`config.mk`:
```
export PLATFORM = sky130hd
export DESIGN_NAME = tdm_demux4b4
export DESIGN_NICKNAME = d
export VERILOG_FILES = /design/src/rtl/tdm_demux4b4.sv
export SDC_FILE = /design/constraint.sdc
export NUM_CORES = 1
export LEC_CHECK = 0
export ABC_AREA = 1
export ABC_CLOCK_PERIOD_IN_PS = 2200
export CAP_MARGIN = 25
export CORE_UTILIZATION = 51
export DETAILED_ROUTE_END_ITERATION = 10
export PLACE_DENSITY = 0.85
export SYNTH_ARGS = -nofsm -noshare
export SYNTH_HDL_FRONTEND = slang
export SYNTH_SLANG_ARGS = --single-unit
```
`constraint.sdc`:
```
create_clock -name clk -period 2.2 [get_ports clk]
set_input_delay 0.66 -clock clk [delete_from_list [all_inputs] [get_ports clk]]
set_output_delay 0.66 -clock clk [all_outputs]
set_load 0.01 [all_outputs]
```
`src/rtl/tdm_demux4b4.sv`:
```
// rtl/tdm_demux4b4.sv - receiver for a 4-slot nibble TDM bus with slot-order checking
module tdm_demux4b4 #(
    parameter int WIDTH = 4,
    parameter int ERRW  = 8
) (
    input  logic             clk,
    input  logic             rst,
    input  logic [WIDTH-1:0] din,
    input  logic [1:0]       s,
    input  logic             valid,
    output logic [WIDTH-1:0] o0,
    output logic [WIDTH-1:0] o1,
    output logic [WIDTH-1:0] o2,
    output logic [WIDTH-1:0] o3,
    output logic             frame_valid,
    output logic             seq_err,
    output logic [ERRW-1:0]  err_cnt,
    output logic             busy
);

    // Expected slot; SLOT0 doubles as the idle state awaiting a frame start.
    typedef enum logic [1:0] {
        SLOT0 = 2'd0,
        SLOT1 = 2'd1,
        SLOT2 = 2'd2,
        SLOT3 = 2'd3
    } slot_t;

    slot_t            exp_slot, exp_nxt;
    logic [WIDTH-1:0] stg0, stg1, stg2;
    logic [WIDTH-1:0] stg0_nxt, stg1_nxt, stg2_nxt;
    logic [WIDTH-1:0] o0_nxt, o1_nxt, o2_nxt, o3_nxt;
    logic             fv_nxt, se_nxt;
    logic [ERRW-1:0]  cnt_nxt;

    // State, staging and output registers; reset wins over a same-edge valid.
    always_ff @(posedge clk) begin
        if (rst) begin
            exp_slot    <= SLOT0;
            stg0        <= '0;
            stg1        <= '0;
            stg2        <= '0;
            o0          <= '0;
            o1          <= '0;
            o2          <= '0;
            o3          <= '0;
            frame_valid <= 1'b0;
            seq_err     <= 1'b0;
            err_cnt     <= '0;
            busy        <= 1'b0;
        end else begin
            exp_slot    <= exp_nxt;
            stg0        <= stg0_nxt;
            stg1        <= stg1_nxt;
            stg2        <= stg2_nxt;
            o0          <= o0_nxt;
            o1          <= o1_nxt;
            o2          <= o2_nxt;
            o3          <= o3_nxt;
            frame_valid <= fv_nxt;
            seq_err     <= se_nxt;
            err_cnt     <= cnt_nxt;
            busy        <= (exp_nxt != SLOT0);
        end
    end

    // Next-state: capture in-order slots, publish on slot 3, resync or discard on order errors.
    always_comb begin
        exp_nxt  = exp_slot;
        stg0_nxt = stg0;
        stg1_nxt = stg1;
        stg2_nxt = stg2;
        o0_nxt   = o0;
        o1_nxt   = o1;
        o2_nxt   = o2;
        o3_nxt   = o3;
        fv_nxt   = 1'b0;
        se_nxt   = 1'b0;
        cnt_nxt  = err_cnt;
        if (valid) begin
            if (s == exp_slot) begin
                case (exp_slot)
                    SLOT0: begin
                        stg0_nxt = din;
                        exp_nxt  = SLOT1;
                    end
                    SLOT1: begin
                        stg1_nxt = din;
                        exp_nxt  = SLOT2;
                    end
                    SLOT2: begin
                        stg2_nxt = din;
                        exp_nxt  = SLOT3;
                    end
                    SLOT3: begin
                        o0_nxt  = stg0;
                        o1_nxt  = stg1;
                        o2_nxt  = stg2;
                        o3_nxt  = din;
                        fv_nxt  = 1'b1;
                        exp_nxt = SLOT0;
                    end
                    default: exp_nxt = SLOT0;
                endcase
            end else begin
                se_nxt = 1'b1;
                if (err_cnt != {ERRW{1'b1}}) begin
                    cnt_nxt = err_cnt + ERRW'(1);
                end
                // A stray slot 0 is taken as the start of a fresh frame.
                if (s == 2'd0) begin
                    stg0_nxt = din;
                    exp_nxt  = SLOT1;
                end else begin
                    exp_nxt = SLOT0;
                end
            end
        end
    end

endmodule

```
# [Word-level counts from Yosys, hierarchy flattened]
# Index checks and enable logic that the tools add are counted.
# Widths: inputs -> output; s select.
[totals] elab_cells=41 reg_bits=41 input_bits=9 output_inout_bits=27
[op_classes] n_mux=9 n_eq_ne=6 n_addsub=1 n_bitwise=2 n_reduce_logical=11
[ops] operator="$reduce_and 3->1" n=5
[ops] operator="$mux 4" n=3
[ops] operator="$add 8x1->8 const B" n=1
[ops] operator="$ne 8x8->1 const B" n=1
[ops] operator="$pmux 2 s4" n=1
[ops] operator="$eq 2x2->1 const B" n=2
[ops] operator="$logic_not 2->1" n=2
[ops] operator="$mux 2" n=2
[ops] operator="$reduce_bool 2->1" n=2
[ops] operator="$mux 1" n=3
[ops] operator="$reduce_or 3->1" n=1
[ops] operator="$eq 2x1->1 const B" n=1
[ops] operator="$eq 2x2->1" n=1
[ops] operator="$ne 2x1->1 const B" n=1
[ops] operator="$not 1->1" n=2
[ops] operator="$reduce_or 2->1" n=1

# [Logic depth before layout (Yosys ltp)]
# Gate-level depths: netlist of run 1.
[depth] word_depth=5 depth_mapped=9 mapped_depth_nobuf=9

# [Least setup slack after synthesis of run 1]
# Ideal clock, no wire load.
[synth_timing] kind="input-to-reg" start="in s[0]" end="reg o3[3]" setup_time_ns=0.132 cell_stages=9 t_required_ns=2.068 slack_ns=0.650 n_path_buf=1 arrival_time_ns=1.418 cell_sequence="inv_1 nand2_2 nand2_4 nand2_4 nor2_8 nand2_4 buf_6 nand2_1 a21oi_1"
[synth_via] elab_chain_cells=2
[synth_rtl] item="start: declaration" line="9" text="input logic [1:0] s,"
[synth_rtl] item="$eq 2x2->1" line="81" text="if (s == exp_slot) begin"
[synth_rtl] item="$reduce_and 3->1 (no line)"
[synth_rtl] item="end signal: assignment" line="59" text="o3 <= o3_nxt;"
[synth_rtl] item="end: declaration" line="14" text="output logic [WIDTH-1:0] o3,"
# No other way between the ends.
# A chain may end at the register's enable or synchronous reset.

# [Worst setup path in the final report of run 1]
[layout_timing] start="reg err_cnt[2]" end="out err_cnt[2]"
[layout_rtl] item="start: declaration" line="17" text="output logic [ERRW-1:0] err_cnt,"
[layout_rtl] item="start signal: assignment" line="62" text="err_cnt <= cnt_nxt;"
# No word-level cell between the ends.

==> results of run 1 <==
[registers in the layout, indices dropped and copies added (netlist names)]
name and count:
busy 1, err_cnt 8, exp_slot 2, frame_valid 1
o0 4, o1 4, o2 4, o3 4
seq_err 1, stg0 4, stg1 4, stg2 4
[per-stage QoR]
stage               power (mW)  cell area, µm²
detailed placement       0.912            2210
global route              1.34            2270
finish                    1.28            2270
CTS                       1.29            2270
floorplan                0.864            1820
global placement         0.909            2210
[where the power goes]
part | switching, mW | internal, mW
sequential | 0.0100 | 0.756
clock | 0.231 | 0.150
combinational | 0.0785 | 0.0522
[synthesized netlist by cell type (all sizes together)]
| cell type | instances |
|---|---|
| nand2 | 76 |
| dfxtp | 41 |
| nand3 | 34 |
| a21oi | 32 |
| inv | 18 |
| nor2 | 16 |
| buf | 5 |
| clkbuf | 5 |
| ha | 5 |
| nand4 | 3 |
| xor2 | 3 |
| nand3b | 2 |
| o211ai | 1 |
| o21ai | 1 |
| or2 | 1 |
[worst min-delay path by stage]
| stage | startpoint | to | slack, ps | cells past startpoint |
|---|---|---|---|---|
| after global routing | o0[2] | o0[2] | 480 | 2 |
| after detailed placement | o1[2] | o1[2] | 450 | 2 |
| after global placement | o1[3] | o1[3] | 450 | 2 |
| after floorplan | stg1[0] | stg1[0] | 440 | 2 |
| after CTS | stg2[3] | stg2[3] | 470 | 2 |
| final | o1[2] | o1[2] | 470 | 2 |
[area by class of cell]
| cell class | count | area share (%) |
|---|---|---|
| Inverter | 18 | 2.98 |
| Multi-Input combinational cell | 174 | 38.3 |
| Sequential cell | 41 | 36.2 |
| Tap cell | 46 | 2.54 |
| Clock buffer | 6 | 2.26 |
| Timing Repair Buffer | 41 | 17.4 |
| Clock inverter | 1 | 0.331 |
[kinds of logic (layout without fill, tap and decap cells)]
group	Yosys count	in the layout
AOI/OAI and AO/OA	34	34
and+or+nand+nor	132	132
buffers and inverters	28	66
DFF	41	41
xor gates and xnor gates	3	3
adders and majority gates	5	5
[per-layer routing]
layer	track usage [%]	share of wire (%)	up-vias
li1	-	-	859
met1	30.5	49	712
met2	31.8	46	38
met3	6.21	4.6	9
met4	6.67	1.3	0
met5	0	0	-
[tightest hold or removal path: cells and delay by family, from the launching register on]
family	cells	cell delay [ps]
AO/OA/AOI/OAI	1	50
AND/OR/NAND/NOR	1	60
flip-flops	1	320
==> out/metrics.cfg, run 1 <==
[status]
outcome=finished, final reports clean

[synthesis]
synth_fp_nets=257
synth_fa_ha_area_share_pct=3.44
synth_cells=243
synth_top_family_by_area=simple AND/OR/NAND/NOR gates
ys_seq_area_share_pct=45.1
yosysUniqueCellTypes=21
ys_warn_count=0
synth_compound_area_share_pct=9.49
synth_area_leaders=dfxtp_1, nand2_1, nand3_1
synth_mux_area_share_pct=0
yosys.area.top_type=dfxtp_1
synth_top_area_share_pct=45.1
synth-simple-area-share_pct=33.4
synthesis.area_um2=1820
synth_xor_area_share_pct=1.44
syn_area_per_cell_um2=7.49
synth-seq-cells=41

[placed_design]
gp_routability_congestion=0.847
dp_slack_ps=55.9
port_buffers=35
dp_hpwl_mm=2.58
placed_cells=320

[die]
fp-row-count=21
core_um2=3390
die_y_um=61.7
die_x_um=61.7
start_util_pct=53.7
die-area_um2=3810
io_pins=36

[critical_path]
crit_type=register to primary output
r2r_start=exp_slot[0]
crit_start=err_cnt[2]
crit_cells=1
crit_fanout=5
crit_buf_inv=1
cp_slowest_cell=clkdlybuf4s50_1
cp-start-kind=register
path_delay_family=buffers and inverters
endpoint_kind=primary output
crit_path_cell_trace=clkdlybuf4s50_1
cp_slowest_stage_delay_ps=570
cp_data_required_time_ps=1540
arrival_ps=1350
r2r_slack_ps=640
r2r_end=busy
cp-endpoint=err_cnt[2]
reg2reg_depth=7

[drt]
drc_errors=0
vias=1618
via_per_inst=4.95
drt_wl_total_mm=3.61
drt.antenna.violating_nets=0
wl_per_cell_um=11.0
drt_pre_antenna_iters=4
drtIter0Drc=107

[sta]
fin_ws_ps=185
final.setup_skew_ps=3.10
setup_viol=0
period_minus_slack_ps=2010
hold_viol=0
fin_setup_tns_ps=0
fmax_mhz=496
rsz0062_at_grt=false
worstMarginPinSlew_ps=430
fin_crit_sh_pct=91.6
slew_headroom_pct=71.3
fin_hold_ws_ps=467
drv_slew=0

[clock_network]
clock_path_buffers=2
cts_root_buffer=clkbuf_4
cts_resized=0
clkTransAtPathRegs_ps=110
cts_setup_buffers=0
postCtsHoldBufs=0
htreeDepth=2
clock_latency_ps=340
cts_tree=built
cts.sinks=41
cts_buffers=5

[finish]
multi_input_area_um2=868
layout_commonest_cell=nand2_1
nets=295
final_cells=327
fillers=283
syn_to_final_growth_pct=24.7
post-route-util_pct=66.9
final_layout_size_suffix_gt1_share_pct=8.90
regArea_um2=821
antenna_cells=0
layout_common_cells=nand2_1, dfxtp_1, clkdlybuf4s50_1

[power_and_ir_drop]
p_leak_nw=0.904
powerDensity_nw_per_um2=563
peakVddDrop_uv=415

[grt]
overflow=0
grt_pass1_wl_mm=6.00
grt_max_degree=35
antenna_found_initial=0
grt_usage_pct=21.5
first_global_vias=1372

[min_path]
hp-class=register to register

[job]
cap_viol_max_count=0

Note: power is estimated with default switching activity, not from simulation.
==> inputs of run 2 (changes only) <==
ABC_CLOCK_PERIOD_IN_PS = 2400   (was 2200)
CAP_MARGIN = not set   (was 25)
PLACE_DENSITY = 0.79   (was 0.85)
clock period = 2.4 ns   (was 2.2 ns; I/O delays follow)
==> run 2 against run 1 <==
  * Clock skew up 3.9 ps
  * Critical endpoint is now err_cnt[4]
  * Global-route usage grew 0.37 points
  * Clock-buffer cell count is the same
  * Design area down 0.33%
  * Cell count shrank 0.31%
  * Largest power group unchanged
  * Sequential power fell by 8.2%
  * Core utilization decreased by 0.22 points
  * Largest cell class unchanged
  * Sequential cell count unchanged
  * Die area unchanged
  * Routed wire length is 4.9% higher
==> out/metrics.cfg, run 2 (synthesized netlist as in run 1, its figures left out) <==
[clock_network]
cts_resized=0
cts_buffers=5
postCtsHoldBufs=0
clock_latency_ps=350
cts_tree=built
htreeDepth=2
clock_path_buffers=2
cts.sinks=41
cts_setup_buffers=0
cts_root_buffer=clkbuf_4
clkTransAtPathRegs_ps=130

[power_and_ir_drop]
peakVddDrop_uv=372
powerDensity_nw_per_um2=526
p_leak_nw=0.898

[die]
core_um2=3390
die_x_um=61.7
die_y_um=61.7
io_pins=36
die-area_um2=3810
fp-row-count=21
start_util_pct=53.7

[finish]
syn_to_final_growth_pct=24.3
largest_register=err_cnt
antenna_cells=0
nets=294
largest_register_ffs=8
layout_common_cells=nand2_1, dfxtp_1, clkdlybuf4s50_1
layout_commonest_cell=nand2_1
fillers=303
final_layout_size_suffix_gt1_share_pct=8.57
post-route-util_pct=66.7

[sta]
fin_crit_sh_pct=86.3
worstMarginPinSlew_ps=641
rsz0062_at_grt=false
period_minus_slack_ps=2070
setup_viol=0
drv_slew=0
fin_setup_tns_ps=0
slew_headroom_pct=57.2
fmax_mhz=483
final.setup_skew_ps=7.05
fin_ws_ps=328
hold_viol=0

[drt]
wl_per_cell_um=11.6
drt_pre_antenna_iters=4
drc_errors=0
drt_wl_total_mm=3.78
vias=1644
drt.antenna.violating_nets=0
via_per_inst=5.04
drtIter0Drc=141

[min_path]
hp-class=register to register
min_path_cells=2
hold_start=o1[0]
holdPathEnd=o1[0]

[placed_design]
port_buffers=35
gp_routability_congestion=0.809
dp_hpwl_mm=2.60
dp_slack_ps=105

[critical_path]
crit_type=register to primary output
cp_data_required_time_ps=1680
r2r_slack_ps=760
crit_buf_inv=1
cp-start-kind=register
cp_slowest_stage_delay_ps=570
r2r_end=o2[2]
reg2reg_depth=4
endpoint_kind=primary output
path_delay_family=buffers and inverters
arrival_ps=1350
r2r_start=exp_slot[0]
crit_path_cell_trace=clkdlybuf4s50_1
crit_fanout=5
cp_slowest_cell=clkdlybuf4s50_1

[grt]
antenna_found_initial=0
overflow=0
first_global_vias=1367
grt_max_degree=26
grt_pass1_wl_mm=6.10
grt_usage_pct=21.9

[status]
outcome=finished, final reports clean

[job]
cap_viol_max_count=0

[run 2: cell types whose count changed in the layout (fill, tap and decap cells not counted), sizes merged]
cell,change
buf,-1
[run 2: worst max-delay path by stage]
stage,startpoint,endpoint,cells past startpoint
6_report,err_cnt[4],err_cnt[4],1
5_1_grt,err_cnt[4],err_cnt[4],1
4_1_cts,err_cnt[4],err_cnt[4],1
3_5_place_dp,s[0],o0[3],9
3_3_place_gp,s[1],o1[3],8
2_1_floorplan,s[0],o3[3],9
[run 2: cell type report]
| class | count | area [µm²] | share of cell area (%) |
|---|---|---|---|
| repair buffers | 40 | 388 | 17.2 |
| clock inverters | 1 | 7.51 | 0.332 |
| clock buffers | 6 | 51.3 | 2.27 |
| inverters | 18 | 67.6 | 2.99 |
| flip-flops and latches | 41 | 821 | 36.3 |
| multi-input cells | 174 | 868 | 38.4 |
| well taps | 46 | 57.6 | 2.55 |
[run 2: power breakdown]
part | leakage (nW) | switching, mW | internal (mW)
Clock | 0.0303 | 0.229 | 0.137
Combinational | 0.536 | 0.0716 | 0.0480
Sequential | 0.332 | 0.00959 | 0.693
[run 2: per-layer routing]
metal  global-route usage (%)  up-vias  wire length (µm)
met1                     30.0      736              1830
met5                        0        -                 0
li1                         -      863                 -
met3                     4.97        4               176
met2                     33.9       41              1740
met4                     7.94        0                38
[run 2: metrics by stage]
step | cells | power, mW | hold WS [ps] | instance area [µm²]
after floorplan | 243 | 0.792 | 441 | 1820
after global placement | 319 | 0.834 | 451 | 2200
after detailed placement | 319 | 0.836 | 455 | 2200
after CTS | 326 | 1.19 | 473 | 2260
after global routing | 326 | 1.23 | 489 | 2260
final | 326 | 1.19 | 469 | 2260
